File: src/rtl/mio_bus_arbiter.sv
// Round-robin arbiter between the CPU memory port (C) and a secondary master (D) onto one
// shared memory/IO bus, with registered ready pulses and a timeout for silent slaves.
module mio_bus_arbiter #(
    parameter int unsigned       ADDR_W     = 32,
    parameter int unsigned       DATA_W     = 32,
    parameter int unsigned       TIMEOUT    = 16,
    parameter logic [DATA_W-1:0] ABORT_DATA = DATA_W'(32'hDEADBEEF)
) (
    input  logic              clk,
    input  logic              reset,
    input  logic              c_req,
    input  logic              c_we,
    input  logic [ADDR_W-1:0] c_addr,
    input  logic [DATA_W-1:0] c_wdata,
    output logic [DATA_W-1:0] c_rdata,
    output logic              c_ready,
    input  logic              d_req,
    input  logic              d_we,
    input  logic [ADDR_W-1:0] d_addr,
    input  logic [DATA_W-1:0] d_wdata,
    output logic [DATA_W-1:0] d_rdata,
    output logic              d_ready,
    output logic              m_req,
    output logic              m_we,
    output logic [ADDR_W-1:0] m_addr,
    output logic [DATA_W-1:0] m_wdata,
    input  logic [DATA_W-1:0] m_rdata,
    input  logic              m_ack,
    output logic [1:0]        grant,
    output logic              timeout_err
);

    localparam int unsigned      CNT_W    = $clog2(TIMEOUT);
    localparam logic [CNT_W-1:0] CNT_LAST = CNT_W'(TIMEOUT - 1);

    typedef enum logic [1:0] {IDLE, BUSY_C, BUSY_D, DONE} state_t;

    state_t            state, state_next;
    logic [CNT_W-1:0]  cnt, cnt_next;
    logic              last_d, last_d_next;
    logic              pick_c, pick_d;
    logic              m_req_next, m_we_next;
    logic [ADDR_W-1:0] m_addr_next;
    logic [DATA_W-1:0] m_wdata_next, c_rdata_next, d_rdata_next;
    logic              c_ready_next, d_ready_next, timeout_next;
    logic [1:0]        grant_next;

    always_comb begin
        state_next   = state;
        cnt_next     = cnt;
        last_d_next  = last_d;
        m_req_next   = m_req;
        m_we_next    = m_we;
        m_addr_next  = m_addr;
        m_wdata_next = m_wdata;
        c_rdata_next = c_rdata;
        d_rdata_next = d_rdata;
        c_ready_next = 1'b0;
        d_ready_next = 1'b0;
        grant_next   = grant;
        timeout_next = timeout_err;
        // on contention the port that was not served last wins
        pick_c       = c_req && (!d_req || last_d);
        pick_d       = d_req && (!c_req || !last_d);

        case (state)
            IDLE: begin
                if (pick_c) begin
                    state_next   = BUSY_C;
                    m_req_next   = 1'b1;
                    m_we_next    = c_we;
                    m_addr_next  = c_addr;
                    m_wdata_next = c_wdata;
                    grant_next   = 2'b01;
                    last_d_next  = 1'b0;
                    cnt_next     = '0;
                end else if (pick_d) begin
                    state_next   = BUSY_D;
                    m_req_next   = 1'b1;
                    m_we_next    = d_we;
                    m_addr_next  = d_addr;
                    m_wdata_next = d_wdata;
                    grant_next   = 2'b10;
                    last_d_next  = 1'b1;
                    cnt_next     = '0;
                end
            end
            BUSY_C, BUSY_D: begin
                // an ack on the last allowed cycle still counts as a normal completion
                if (m_ack || cnt == CNT_LAST) begin
                    state_next   = DONE;
                    m_req_next   = 1'b0;
                    grant_next   = '0;
                    timeout_next = timeout_err | ~m_ack;
                    if (state == BUSY_C) begin
                        c_ready_next = 1'b1;
                        c_rdata_next = m_ack ? m_rdata : ABORT_DATA;
                    end else begin
                        d_ready_next = 1'b1;
                        d_rdata_next = m_ack ? m_rdata : ABORT_DATA;
                    end
                end else begin
                    cnt_next = cnt + 1'b1;
                end
            end
            DONE:    state_next = IDLE;
            default: state_next = IDLE;
        endcase
    end

    always_ff @(posedge clk) begin
        if (reset) begin
            state       <= IDLE;
            cnt         <= '0;
            last_d      <= 1'b1;
            m_req       <= 1'b0;
            m_we        <= 1'b0;
            m_addr      <= '0;
            m_wdata     <= '0;
            c_rdata     <= '0;
            d_rdata     <= '0;
            c_ready     <= 1'b0;
            d_ready     <= 1'b0;
            grant       <= '0;
            timeout_err <= 1'b0;
        end else begin
            state       <= state_next;
            cnt         <= cnt_next;
            last_d      <= last_d_next;
            m_req       <= m_req_next;
            m_we        <= m_we_next;
            m_addr      <= m_addr_next;
            m_wdata     <= m_wdata_next;
            c_rdata     <= c_rdata_next;
            d_rdata     <= d_rdata_next;
            c_ready     <= c_ready_next;
            d_ready     <= d_ready_next;
            grant       <= grant_next;
            timeout_err <= timeout_next;
        end
    end

endmodule

File: config.mk
export PLATFORM = sky130hd
export DESIGN_NAME = mio_bus_arbiter
export DESIGN_NICKNAME = d
export VERILOG_FILES = /design/src/rtl/mio_bus_arbiter.sv
export SDC_FILE = /design/constraint.sdc
export NUM_CORES = 1
export LEC_CHECK = 0
export ABC_AREA = 0
export CAP_MARGIN = 20
export CORE_ASPECT_RATIO = 1.4
export CORE_MARGIN = 1
export CORE_UTILIZATION = 38
export CTS_CLUSTER_DIAMETER = 150
export DETAILED_ROUTE_END_ITERATION = 12
export MAX_ROUTING_LAYER = met4
export PLACE_DENSITY_LB_ADDON = 0.25
export SLEW_MARGIN = 20
export SYNTH_ARGS = -nofsm -noshare
export SYNTH_HDL_FRONTEND = slang
export SYNTH_SLANG_ARGS = --single-unit
File: constraint.sdc
create_clock -name clk -period 4.2 [get_ports clk]
set_input_delay 1.26 -clock clk [delete_from_list [all_inputs] [get_ports clk]]
set_output_delay 1.26 -clock clk [all_outputs]
set_load 0.01 [all_outputs]
==> report_table.html <==
<table>
<tr><th>Metric</th><th>Value</th></tr>
<tr><th colspan="2">Synth</th></tr>
<tr><td>Number of flip-flops and latches in the synthesized netlist</td><td>~140</td></tr>
<tr><td>Share of the yosys chip area belonging to registers</td><td>49.1%</td></tr>
<tr><td>Cell count after synthesis</td><td>617</td></tr>
<tr><td>Largest area contributor in the synthesized netlist</td><td>sky130_fd_sc_hd__dfxtp_1</td></tr>
<tr><td>Synth async-reset ratio</td><td>0%</td></tr>
<tr><td>Number of unique standard cell types used by synthesis</td><td>37</td></tr>
<tr><td>Post-synth net total</td><td>~800</td></tr>
<tr><td>Synth Flop Type</td><td>sky130_fd_sc_hd__dfxtp_1</td></tr>
<tr><td>Synth Cell Area</td><td>5790 sq um</td></tr>
<tr><td>Post-synthesis average cell area</td><td>9.38 sq um</td></tr>
<tr><td>Proportion of netlist area held by the largest area contributor</td><td>roughly half</td></tr>
<tr><td>Number of enable flip-flop cells after synthesis</td><td>0</td></tr>
<tr><td>Main area contributors after synthesis</td><td>sky130_fd_sc_hd__dfxtp_1 (49%), sky130_fd_sc_hd__a211oi_1 (15%), sky130_fd_sc_hd__mux2i_1 (11%)</td></tr>
<tr><td>Yosys Warn Count</td><td>0</td></tr>
<tr><th colspan="2">Drt</th></tr>
<tr><td>Amount of wire on met2 after detailed routing</td><td>8230 microns</td></tr>
<tr><td>Starting DRT DRC Count</td><td>about 320</td></tr>
<tr><td>Top sig layer</td><td>met4</td></tr>
<tr><td>Total met3 wirelength after detailed routing</td><td>approximately 1300 microns</td></tr>
<tr><td>Detailed-route wire length</td><td>approximately 17000 microns</td></tr>
<tr><td>Wire per inst</td><td>15.6 microns</td></tr>
<tr><td>Post-DRT Antenna Nets</td><td>0</td></tr>
<tr><td>Count of unresolved DRC violations after routing</td><td>0</td></tr>
<tr><td>Number of search-and-repair iterations in the first detailed-routing pass</td><td>4</td></tr>
<tr><td>Mean number of vias per cell</td><td>roughly 5</td></tr>
<tr><td>Post-Route M1 WL</td><td>between 7000 and 8000 microns</td></tr>
<tr><td>Overall via count from detail_route</td><td>between 5000 and 6000</td></tr>
<tr><th colspan="2">CTS</th></tr>
<tr><td>Clock tree from TritonCTS</td><td>done</td></tr>
<tr><td>CTS H-tree lvls</td><td>4</td></tr>
<tr><td>Post-CTS setup buffer count</td><td>0</td></tr>
<tr><td>Number of sinks on the clock net</td><td>about 140</td></tr>
<tr><td>Cts-stage hold buffer count</td><td>0</td></tr>
<tr><td>Worst skew pair latency</td><td>between 400 and 500 ps</td></tr>
<tr><td>Master cell of the clock root buffer</td><td>sky130_fd_sc_hd__clkbuf_16</td></tr>
<tr><td>Clock transition time at the flip-flop clock pins of the worst setup and hold paths</td><td>70 ps</td></tr>
<tr><td>Post-cts resize count</td><td>0</td></tr>
<tr><td>Clk buf depth</td><td>2</td></tr>
<tr><td>Number of clock buffers inserted by TritonCTS</td><td>17</td></tr>
<tr><th colspan="2">Place</th></tr>
<tr><td>IO buf count</td><td>between 300 and 400</td></tr>
<tr><td>Number of cells in the design after placement</td><td>between 1000 and 1500</td></tr>
<tr><td>Dpl hpwl</td><td>~12000 microns</td></tr>
<tr><td>Final weighted congestion in routability-driven placement</td><td>0.753</td></tr>
<tr><th colspan="2">GRT</th></tr>
<tr><td>Vias in the first global route</td><td>5269</td></tr>
<tr><td>Antenna violations before repair</td><td>0</td></tr>
<tr><td>Global-route wire length before repair</td><td>26800 microns</td></tr>
<tr><td>Global-route usage over all layers</td><td>between 20% and 30%</td></tr>
<tr><td>Pin count of the biggest net entering global routing</td><td>131</td></tr>
<tr><td>Total grt overflow</td><td>0</td></tr>
<tr><th colspan="2">Floorplanning</th></tr>
<tr><td>Total Die Area</td><td>~16000 sq um</td></tr>
<tr><td>Starting density of the core</td><td>38.8%</td></tr>
<tr><td>Vertical extent of the die</td><td>between 100 and 150 microns</td></tr>
<tr><td>Overall die width</td><td>106 microns</td></tr>
<tr><td>Core Box Area</td><td>approximately 15000 sq um</td></tr>
<tr><td>Number of cell rows</td><td>53</td></tr>
<tr><td>Boundary Pins</td><td>approximately 300</td></tr>
<tr><th colspan="2">Timing</th></tr>
<tr><td>Number of hold violations in the final report</td><td>0</td></tr>
<tr><td>RSZ-0062 raised after global routing</td><td>no</td></tr>
<tr><td>Minimum clock period after layout</td><td>between 2000 and 3000 ps</td></tr>
<tr><td>Achievable clock frequency</td><td>approximately 360 MHz</td></tr>
<tr><td>Number of endpoints failing setup at the final stage</td><td>0</td></tr>
<tr><td>Tcrit/Tclk final</td><td>around two thirds</td></tr>
<tr><td>Worst-case clock skew</td><td>approximately 6.3 ps</td></tr>
<tr><td>Aggregate negative setup slack</td><td>0 ps</td></tr>
<tr><td>Worst relative slew slack</td><td>59.6%</td></tr>
<tr><td>Slew at the pin with the worst max-slew slack</td><td>605 ps</td></tr>
<tr><td>Max-slew violations</td><td>0</td></tr>
<tr><th colspan="2">Run status</th></tr>
<tr><td>Run status</td><td>completed</td></tr>
<tr><th colspan="2">Setup path</th></tr>
<tr><td>Most repeated library cell on the critical path</td><td>sky130_fd_sc_hd__buf_4</td></tr>
<tr><td>Worst setup SP type</td><td>primary input</td></tr>
<tr><td>Number of buffers and inverters on the critical path</td><td>3</td></tr>
<tr><td>CP peak stage delay</td><td>between 400 and 500 ps</td></tr>
<tr><td>Cell with the largest stage delay on the worst path</td><td>sky130_fd_sc_hd__clkdlybuf4s50_1</td></tr>
<tr><td>Worst-path fanout max</td><td>56</td></tr>
<tr><td>Arrival @ worst endpoint</td><td>3120 ps</td></tr>
<tr><td>Crit path kind</td><td>in2reg</td></tr>
<tr><td>Sequence of cells on the critical path</td><td>clkdlybuf4s50_1 -&gt; buf_4 -&gt; a31o_2 -&gt; and3_2 -&gt; buf_4 -&gt; nor2_1 -&gt; a211oi_1</td></tr>
<tr><td>Crit path required time</td><td>between 4000 and 5000 ps</td></tr>
<tr><td>Family with the most delay on the worst path</td><td>buffers and inverters</td></tr>
<tr><td>Critical Path Sink Type</td><td>register</td></tr>
<tr><th colspan="2">Layout</th></tr>
<tr><td>Share of final-layout standard cells stronger than drive strength 1</td><td>approximately 6.1%</td></tr>
<tr><td>FF+latch area</td><td>about 2800 sq um</td></tr>
<tr><td>Total inserted antenna cells</td><td>0</td></tr>
<tr><td>Post-route insts no fill</td><td>~1100</td></tr>
<tr><td>Multi-input gate area</td><td>between 2000 and 3000 sq um</td></tr>
<tr><td>Number of nets in the layout</td><td>between 1000 and 1500</td></tr>
<tr><td>Layout overhead on the synthesized area</td><td>62.6%</td></tr>
<tr><td>Filler instances</td><td>1264</td></tr>
<tr><th colspan="2">Power</th></tr>
<tr><td>Lkg Pwr</td><td>around 3.5 nW</td></tr>
<tr><td>Pwr Density</td><td>610 nW/um^2</td></tr>
<tr><td>Worst IR Drop VDD</td><td>between 0.3 and 0.4 mV</td></tr>
<tr><th colspan="2">Flow run</th></tr>
<tr><td>MaxCap Viol Count</td><td>0</td></tr>
<tr><th colspan="2">Hold path</th></tr>
<tr><td>Worst hold-check path type</td><td>reg2reg</td></tr>
</table>
[cell type report]
| type | count | area share (%) |
|---|---|---|
| flip-flops and latches | 142 | 30.2 |
| clock buffers | 17 | 4.52 |
| multi-input cells | 417 | 28.0 |
| inverters | 3 | 0.120 |
| well taps | 192 | 2.55 |
| repair buffers | 309 | 33.0 |
| clock inverters | 15 | 1.60 |
[synth_stat cells, drive strengths merged, types with 3 or more instances]
cell / number
ha: 3
nand3: 20
a21oi: 22
nand2: 18
nor3b: 3
mux2i: 66
nor2: 145
a31oi: 4
nand2b: 4
dfxtp: 142
clkbuf: 26
buf: 29
a211oi: 115
[kinds of logic (layout without fill, tap and decap cells)]
family	after synthesis	in the layout	synth area share [%]
AOI/OAI and AO/OA	149	149	18.6
adders and majority gates	3	3	0.648
buffers and inverters	58	344	5.75
DFF	142	142	49.1
muxes	67	67	11.6
and+or+nand+nor	198	198	14.3
[placed cells by master (no fill, tap or decap), drive strengths merged, types with 9 or more instances in the layout]
master         netlist  layout
clkdlybuf4s50        0     300
dfxtp              142     142
nand3               20      20
buf                 29       9
a21oi               22      22
clkbuf              26      17
nor2               145     145
a211oi             115     115
nand2               18      18
mux2i               66      66
inv                  2      12
[per-layer routing]
metal  GRT usage (%)  up-vias
met4            9.03        0
met2            36.5      234
met3            6.75       31
met1            26.2     2421
li1                -     2766
met5               -        -
[flip-flops by register name, summed over array words and instances, names as in the netlist]
name / cells
m_req: 1
cnt: 4
m_wdata: 32
grant: 2
d_rdata: 32
m_addr: 32
c_ready: 1
c_rdata: 32
state: 2
last_d: 1
timeout_err: 1
d_ready: 1
m_we: 1
[final timing paths]
path | startpoint | end | slack, ps | depth (start not counted)
min | d_rdata[17] | d_rdata[17] | 450 | 2
min reg2reg | d_rdata[17] | d_rdata[17] | 450 | 2
max reg2reg | state[0] | d_rdata[23] | 2100 | 6
max | m_ack | c_rdata[23] | 1410 | 7
[worst min-delay path, cell delays in order, from the launching register on]
cell and delay (ps):
sky130_fd_sc_hd__dfxtp_1 310, sky130_fd_sc_hd__nand2_1 50, sky130_fd_sc_hd__a21oi_1 50
[per-stage QoR]
step | power (mW) | setup WS, ps | utilization [%] | instance area (sq um) | hold WS (ps)
after floorplan | 3.20 | 1900 | - | 5790 | 460
after global placement | 4.27 | 1030 | 59.2 | 8840 | 441
after detailed placement | 4.31 | 991 | 59.2 | 8840 | 446
after CTS | 5.80 | 1410 | 63.1 | 9410 | 455
after global routing | 6.10 | 1220 | 63.1 | 9410 | 472
final | 5.74 | 1410 | 63.1 | 9410 | 453
[power breakdown]
group	total, mW	internal [mW]	switching, mW
Combinational	2.33	1.18	1.14
Sequential	1.93	1.74	0.197
Clock	1.48	0.838	0.641
Total	5.74	3.76	1.98
No activity file was read; power rests on OpenSTA's default activity.
